**config.mk**
```make
export PLATFORM = sky130hd
export DESIGN_NAME = otter_mdu
export DESIGN_NICKNAME = d
export VERILOG_FILES = /design/src/rtl/otter_mdu.sv
export SDC_FILE = /design/constraint.sdc
export NUM_CORES = 1
export LEC_CHECK = 0
export CORE_MARGIN = 10
export CORE_UTILIZATION = 40
export DETAILED_ROUTE_END_ITERATION = 16
export RECOVER_POWER = 25
export SYNTH_ARGS = -nofsm -noshare
export SYNTH_HDL_FRONTEND = slang
export SYNTH_SLANG_ARGS = --single-unit
```
**constraint.sdc**
```tcl
create_clock -name clk -period 8.76 [get_ports clk]
set_clock_uncertainty 0.15 [all_clocks]
set_input_delay 1.752 -clock clk [delete_from_list [all_inputs] [get_ports clk]]
set_output_delay 1.752 -clock clk [all_outputs]
set_load 0.005 [all_outputs]
```
**src/rtl/otter_mdu.sv**
```systemverilog
// otter_mdu: multi-cycle RV32M multiply/divide unit for the Otter execute stage.
// Shift-add multiply and restoring divide, one bit per cycle, on a shared
// 2*WIDTH accumulator. Define OTTER_MDU_FAST_MUL_EN to replace the iterative
// multiply with a single combinational product (divides stay iterative).
module otter_mdu #(
  parameter int WIDTH = 32,
  parameter int CNT_W = $clog2(WIDTH) + 1
) (
  input  logic             clk,
  input  logic             rst_n,
  input  logic             start,
  input  logic             kill,
  input  logic [2:0]       func,
  input  logic [WIDTH-1:0] src_a,
  input  logic [WIDTH-1:0] src_b,
  output logic             busy,
  output logic             done,
  output logic [WIDTH-1:0] result
);

  localparam logic [1:0] IDLE  = 2'd0;
  localparam logic [1:0] CALC  = 2'd1;
  localparam logic [1:0] FINAL = 2'd2;

  localparam logic [WIDTH-1:0] MOST_NEG = {1'b1, {(WIDTH-1){1'b0}}};

  logic [1:0]         state_q, state_d;
  logic [CNT_W-1:0]   cnt_q, cnt_d;
  logic [2*WIDTH-1:0] acc_q, acc_d;
  logic [WIDTH-1:0]   mcand_q, mcand_d;
  logic               neg_q, neg_d;
  logic [2:0]         func_q, func_d;
  logic               done_q, done_d;
  logic [WIDTH-1:0]   result_q, result_d;

  // Operand decode: signedness per op, magnitudes and divide special cases.
  logic             is_div, sa_en, sb_en, sa, sb, div_zero, ovf;
  logic [WIDTH-1:0] mag_a, mag_b;

  assign is_div   = func[2];
  assign sa_en    = func[2] ? ~func[0] : (func[1:0] != 2'b11);
  assign sb_en    = func[2] ? ~func[0] : ~func[1];
  assign sa       = sa_en & src_a[WIDTH-1];
  assign sb       = sb_en & src_b[WIDTH-1];
  assign mag_a    = sa ? -src_a : src_a;
  assign mag_b    = sb ? -src_b : src_b;
  assign div_zero = (src_b == '0);
  assign ovf      = func[2] & ~func[0] & (src_a == MOST_NEG) & (&src_b);

`ifdef OTTER_MDU_FAST_MUL_EN
  logic [2*WIDTH-1:0] fast_prod;
  assign fast_prod = {{WIDTH{1'b0}}, mag_a} * {{WIDTH{1'b0}}, mag_b};
`endif

  // One iteration step: acc low half holds the multiplier (shifted out) or the
  // dividend (shifted out, quotient bits shifted in); high half is the partial
  // product or partial remainder.
  logic [WIDTH:0]     mul_sum, div_trial;
  logic [2*WIDTH-1:0] mul_next, div_next;

  assign mul_sum   = {1'b0, acc_q[2*WIDTH-1:WIDTH]} + (acc_q[0] ? {1'b0, mcand_q} : '0);
  assign mul_next  = {mul_sum, acc_q[WIDTH-1:1]};
  assign div_trial = acc_q[2*WIDTH-1:WIDTH-1] - {1'b0, mcand_q};
  assign div_next  = div_trial[WIDTH] ? {acc_q[2*WIDTH-2:0], 1'b0}
                                      : {div_trial[WIDTH-1:0], acc_q[WIDTH-2:0], 1'b1};

  // Final sign correction and half/quotient/remainder selection.
  logic [2*WIDTH-1:0] prod;
  logic [WIDTH-1:0]   div_val, div_res, fin_res;

  assign prod    = neg_q ? -acc_q : acc_q;
  assign div_val = func_q[1] ? acc_q[2*WIDTH-1:WIDTH] : acc_q[WIDTH-1:0];
  assign div_res = neg_q ? -div_val : div_val;

  // Result mux for the FINAL state.
  always_comb begin
    fin_res = div_res;
    if (!func_q[2]) fin_res = (func_q[1:0] == 2'b00) ? prod[WIDTH-1:0] : prod[2*WIDTH-1:WIDTH];
  end

  // Next-state logic; kill overrides everything and leaves result untouched.
  always_comb begin
    state_d  = state_q;
    cnt_d    = cnt_q;
    acc_d    = acc_q;
    mcand_d  = mcand_q;
    neg_d    = neg_q;
    func_d   = func_q;
    done_d   = 1'b0;
    result_d = result_q;
    case (state_q)
      IDLE: begin
        if (start) begin
          func_d  = func;
          cnt_d   = CNT_W'(WIDTH);
          mcand_d = is_div ? mag_b : mag_a;
          // REM takes the dividend sign; everything else the xor of signs.
          neg_d   = (func[2] & func[1]) ? sa : (sa ^ sb);
          if (is_div && div_zero) begin
            acc_d   = {src_a, {WIDTH{1'b1}}};
            neg_d   = 1'b0;
            state_d = FINAL;
          end else if (ovf) begin
            acc_d   = {{WIDTH{1'b0}}, src_a};
            neg_d   = 1'b0;
            state_d = FINAL;
          end else if (is_div) begin
            acc_d   = {{WIDTH{1'b0}}, mag_a};
            state_d = CALC;
          end else begin
`ifdef OTTER_MDU_FAST_MUL_EN
            acc_d   = fast_prod;
            state_d = FINAL;
`else
            acc_d   = {{WIDTH{1'b0}}, mag_b};
            state_d = CALC;
`endif
          end
        end
      end
      CALC: begin
        acc_d = func_q[2] ? div_next : mul_next;
        cnt_d = cnt_q - CNT_W'(1);
        if (cnt_q == CNT_W'(1)) state_d = FINAL;
      end
      FINAL: begin
        result_d = fin_res;
        done_d   = 1'b1;
        state_d  = IDLE;
      end
      default: state_d = IDLE;
    endcase
    if (kill) begin
      state_d  = IDLE;
      done_d   = 1'b0;
      result_d = result_q;
    end
  end

  // State registers.
  always_ff @(posedge clk or negedge rst_n) begin
    if (!rst_n) begin
      state_q  <= IDLE;
      cnt_q    <= '0;
      acc_q    <= '0;
      mcand_q  <= '0;
      neg_q    <= 1'b0;
      func_q   <= '0;
      done_q   <= 1'b0;
      result_q <= '0;
    end else begin
      state_q  <= state_d;
      cnt_q    <= cnt_d;
      acc_q    <= acc_d;
      mcand_q  <= mcand_d;
      neg_q    <= neg_d;
      func_q   <= func_d;
      done_q   <= done_d;
      result_q <= result_d;
    end
  end

  assign busy   = (state_q != IDLE);
  assign done   = done_q;
  assign result = result_q;

endmodule

```
==> results.cfg <==
[cells_and_area]
multi_input_comb_area_um2 = 10920
antenna_cells = 0
area_delta_synth_final_pct = 12.75
nets = 2154
final_layout_size_suffix_gt1_frac = 0.04995
area.sequential_um2 = 3535
layout_fillers = 3845

[die]
core.rowCount = 71
io_pins = 105
initial_core_util = 0.4046
die_width_um = 215.2
core-area_um2 = 37670
die_height_um = 215.2
die-area_um2 = 46310

[grt]
global_route.peak_usage_layer = met2
globalRouteOverflowTotal = 0
global_route.usage.met3 = 0.03792
first_global_vias = 14710
pin_count_of_the_biggest_net_entering_global_routing = 107
grt_use_met2 = 0.3600
global_route_wire_length_before_repair_um = 86490
globalRouteTotalUtil = 0.2329
initial_antenna_violation_count = 0
gr-usage-met1 = 0.3230

[power]
ir_drop_mv = 0.1521
power.leakage_nw = 6.912
finalPower_mw = 6.200
power-per-cell-area_nw_per_um2 = 360.8

[sta]
worst-slew-pin-transition_ps = 3564
timing.final.setup_violations = 0
hold_viol_final = 0
maxClockFrequency_mhz = 159.3
report.final.slew_viol_count = 144
finalSetupTns_ps = 0
slew_headroom = -1.376
grt_setup_unrepaired = false
post-route-period-util = 0.7167
min_period_ps = 6278

[clock_network]
buffers_inserted_by_post_cts_timing_repair = 0
ctsHoldBuffers = 0
cts-resized-gates = 0
worst_setup_hold_path_clk_slew_ps = 70
worst_skew_pair.late_latency_ps = 440
clock-sinks = 141
cts_buffer_depth = 2
cts.htree.levels = 4
tritoncts = built
cts_inserted_buffers = 17
clock-root-buffer = sky130_fd_sc_hd__clkbuf_16

[synthesis]
library_cells_used_by_synthesis = 77
synth.yosys.seq_area_share = 0.2315
yosys.area.top_type = sky130_fd_sc_hd__dfrtp_1
yosys_warnings = 0
ys_dominant_reg_cell = sky130_fd_sc_hd__dfrtp_1
synth_top_cells_by_area = sky130_fd_sc_hd__dfrtp_1, sky130_fd_sc_hd__xnor2_1, sky130_fd_sc_hd__mux2i_1
syn_area_um2 = 15240
synth_fp_nets = 2155
syn_avg_cell_area_um2 = 7.579
ys_seq_elements = 141
netlist.area_leader.share = 0.2315
post_synth_inst_count = 2011
synth_edf_count = 0
synthArstFlopShare = 1.000

[placed_design]
place.detailed.hpwl_um = 42780
gp_congestion = 0.9725
port_buffers = 104

[critical_path]
crit_type = input pin to async pin
max_stage_delay_ps = 2470
cp.arrival_ps = 6120
endpoint_kind = async pin
critical_path.max_fanout = 78
worst-endpoint-required_ps = 8600
cp_cell_instances = clkbuf_1, clkbuf_2
slowest_stage = sky130_fd_sc_hd__clkbuf_1
critical-path-top-delay-family = buffers and inverters
setup.worst_path.start_class = input pin
path_buf_inv = 2

[routing]
drt_drc_violations_left = 0
count_of_tritonroute_iterations_in_the_first_routing_pass = 6
vias = 15480
wl_um = 55690
detail_route.iter0.violations = 1256
antenna_violating_nets_post_route = 0
detail_routed_net_length_per_standard_cell_um = 21.98
routed_via_density = 6.112

[status]
status = finished with violations
failed_checks = capacitance limit, slew limit

[job]
timing.max_cap.violations = 2

[worst_hold_path]
worst_hold_path_type = flop to flop
[path summary, 6_finish.rpt]
kind | from | cells after the start | to | slack, ps
worst max-delay path | rst_n | 2 | func_q[1] | 2480
worst min-delay path | result[25] | 2 | result[25] | 330
worst max register to register | acc_q[31] | 14 | acc_q[58] | 3980
worst min register to register | result[25] | 2 | result[25] | 330
max in group clk | src_b[7] | 9 | acc_q[44] | 3240
min in group asynchronous | rst_n | 1 | result[7] | 2370
[metrics by stage]
stage          std cells  utilization  setup WS (ps)  cell area (um2)  hold WS, ps
4_1_cts             2533       0.4565           3271            17190        334.2
3_5_place_dp        2502       0.4399           2831            16570        320.1
6_report            2533       0.4562           2482            17180        327.2
2_1_floorplan       2011            -           4175            15240        296.9
3_3_place_gp        2502       0.4399           2990            16570        311.1
5_1_grt             2533       0.4562           1488            17180        356.5
[where the power goes]
group | total [mW] | internal [mW] | leakage, nW | switching [mW]
registers | 1.47 | 0.919 | 1.74 | 0.548
logic | 3.93 | 1.69 | 4.88 | 2.24
clock network | 0.801 | 0.491 | 0.300 | 0.310
[flip-flops by register name, indices dropped and copies added, names as in the netlist]
register and count:
func_q 3, neg_q 1, cnt_q 6, result 32, acc_q 64, state_q 2, done 1, mcand_q 32
[area by class of cell]
class / instances / area share
clock buffers: 21 / 0.02679
clock inverters: 10 / 0.009466
inverters: 64 / 0.01398
multi-input cells: 1656 / 0.6356
flip-flops and latches: 141 / 0.2057
well taps: 511 / 0.03721
repair buffers: 130 / 0.07128
[metal layers]
metal	wire, um	part of all wire	vias to the layer above
li1	-	-	7342
met1	25510	0.46	7420
met2	24660	0.44	635
met3	3900	0.070	85
met4	1611	0.029	0
met5	0	0	-
[kinds of logic (layout without fill, tap and decap cells)]
| kind of cell | Yosys count | in the layout | share of synthesized area |
|---|---|---|---|
| XOR/XNOR | 200 | 200 | 0.1149 |
| AO/OA/AOI/OAI | 640 | 640 | 0.2697 |
| buffers and inverters | 214 | 225 | 0.05377 |
| AND/OR/NAND/NOR | 640 | 640 | 0.2006 |
| flip-flops | 141 | 141 | 0.2315 |
| multiplexers | 103 | 103 | 0.06863 |
| adder cells (fa/ha/maj) | 73 | 73 | 0.06091 |
[placed cells by master, fill, tap and decap left out, types with 10 or more instances in the layout]
master,n
sky130_fd_sc_hd__mux2i_1,91
sky130_fd_sc_hd__and3_1,11
sky130_fd_sc_hd__xor2_1,93
sky130_fd_sc_hd__o31ai_1,33
sky130_fd_sc_hd__xnor2_1,107
sky130_fd_sc_hd__nor4_1,22
sky130_fd_sc_hd__or3_1,22
sky130_fd_sc_hd__buf_4,26
sky130_fd_sc_hd__nand3_1,25
sky130_fd_sc_hd__o21ai_0,182
sky130_fd_sc_hd__a31oi_1,26
sky130_fd_sc_hd__inv_1,64
sky130_fd_sc_hd__o211ai_1,37
sky130_fd_sc_hd__ha_1,71
sky130_fd_sc_hd__nand4_1,19
sky130_fd_sc_hd__and2_1,10
sky130_fd_sc_hd__a21oi_1,160
sky130_fd_sc_hd__or4_1,17
sky130_fd_sc_hd__o41ai_1,11
sky130_fd_sc_hd__a221oi_1,46
sky130_fd_sc_hd__nor2b_1,13
sky130_fd_sc_hd__nand2b_1,24
sky130_fd_sc_hd__mux2_2,12
sky130_fd_sc_hd__dfrtp_1,138
sky130_fd_sc_hd__clkdlybuf4s50_1,99
sky130_fd_sc_hd__nand2_1,204
sky130_fd_sc_hd__nor2_1,164
sky130_fd_sc_hd__a211oi_1,20
sky130_fd_sc_hd__clkbuf_16,17
sky130_fd_sc_hd__nor3_1,64
sky130_fd_sc_hd__a21o_1,29
[synthesized netlist by cell type (24+ instances only)]
| library cell | instances |
|---|---|
| sky130_fd_sc_hd__clkbuf_1 | 125 |
| sky130_fd_sc_hd__mux2i_1 | 91 |
| sky130_fd_sc_hd__xor2_1 | 93 |
| sky130_fd_sc_hd__nor2_1 | 167 |
| sky130_fd_sc_hd__ha_1 | 71 |
| sky130_fd_sc_hd__a21o_1 | 29 |
| sky130_fd_sc_hd__o21ai_0 | 182 |
| sky130_fd_sc_hd__nand2_1 | 204 |
| sky130_fd_sc_hd__o31ai_1 | 33 |
| sky130_fd_sc_hd__a221oi_1 | 46 |
| sky130_fd_sc_hd__nand3_1 | 26 |
| sky130_fd_sc_hd__nand2b_1 | 24 |
| sky130_fd_sc_hd__inv_1 | 64 |
| sky130_fd_sc_hd__a21oi_1 | 161 |
| sky130_fd_sc_hd__a31oi_1 | 26 |
| sky130_fd_sc_hd__dfrtp_1 | 141 |
| sky130_fd_sc_hd__nor3_1 | 64 |
| sky130_fd_sc_hd__o211ai_1 | 37 |
| sky130_fd_sc_hd__xnor2_1 | 107 |
No activity file was read; power rests on OpenSTA's default activity.
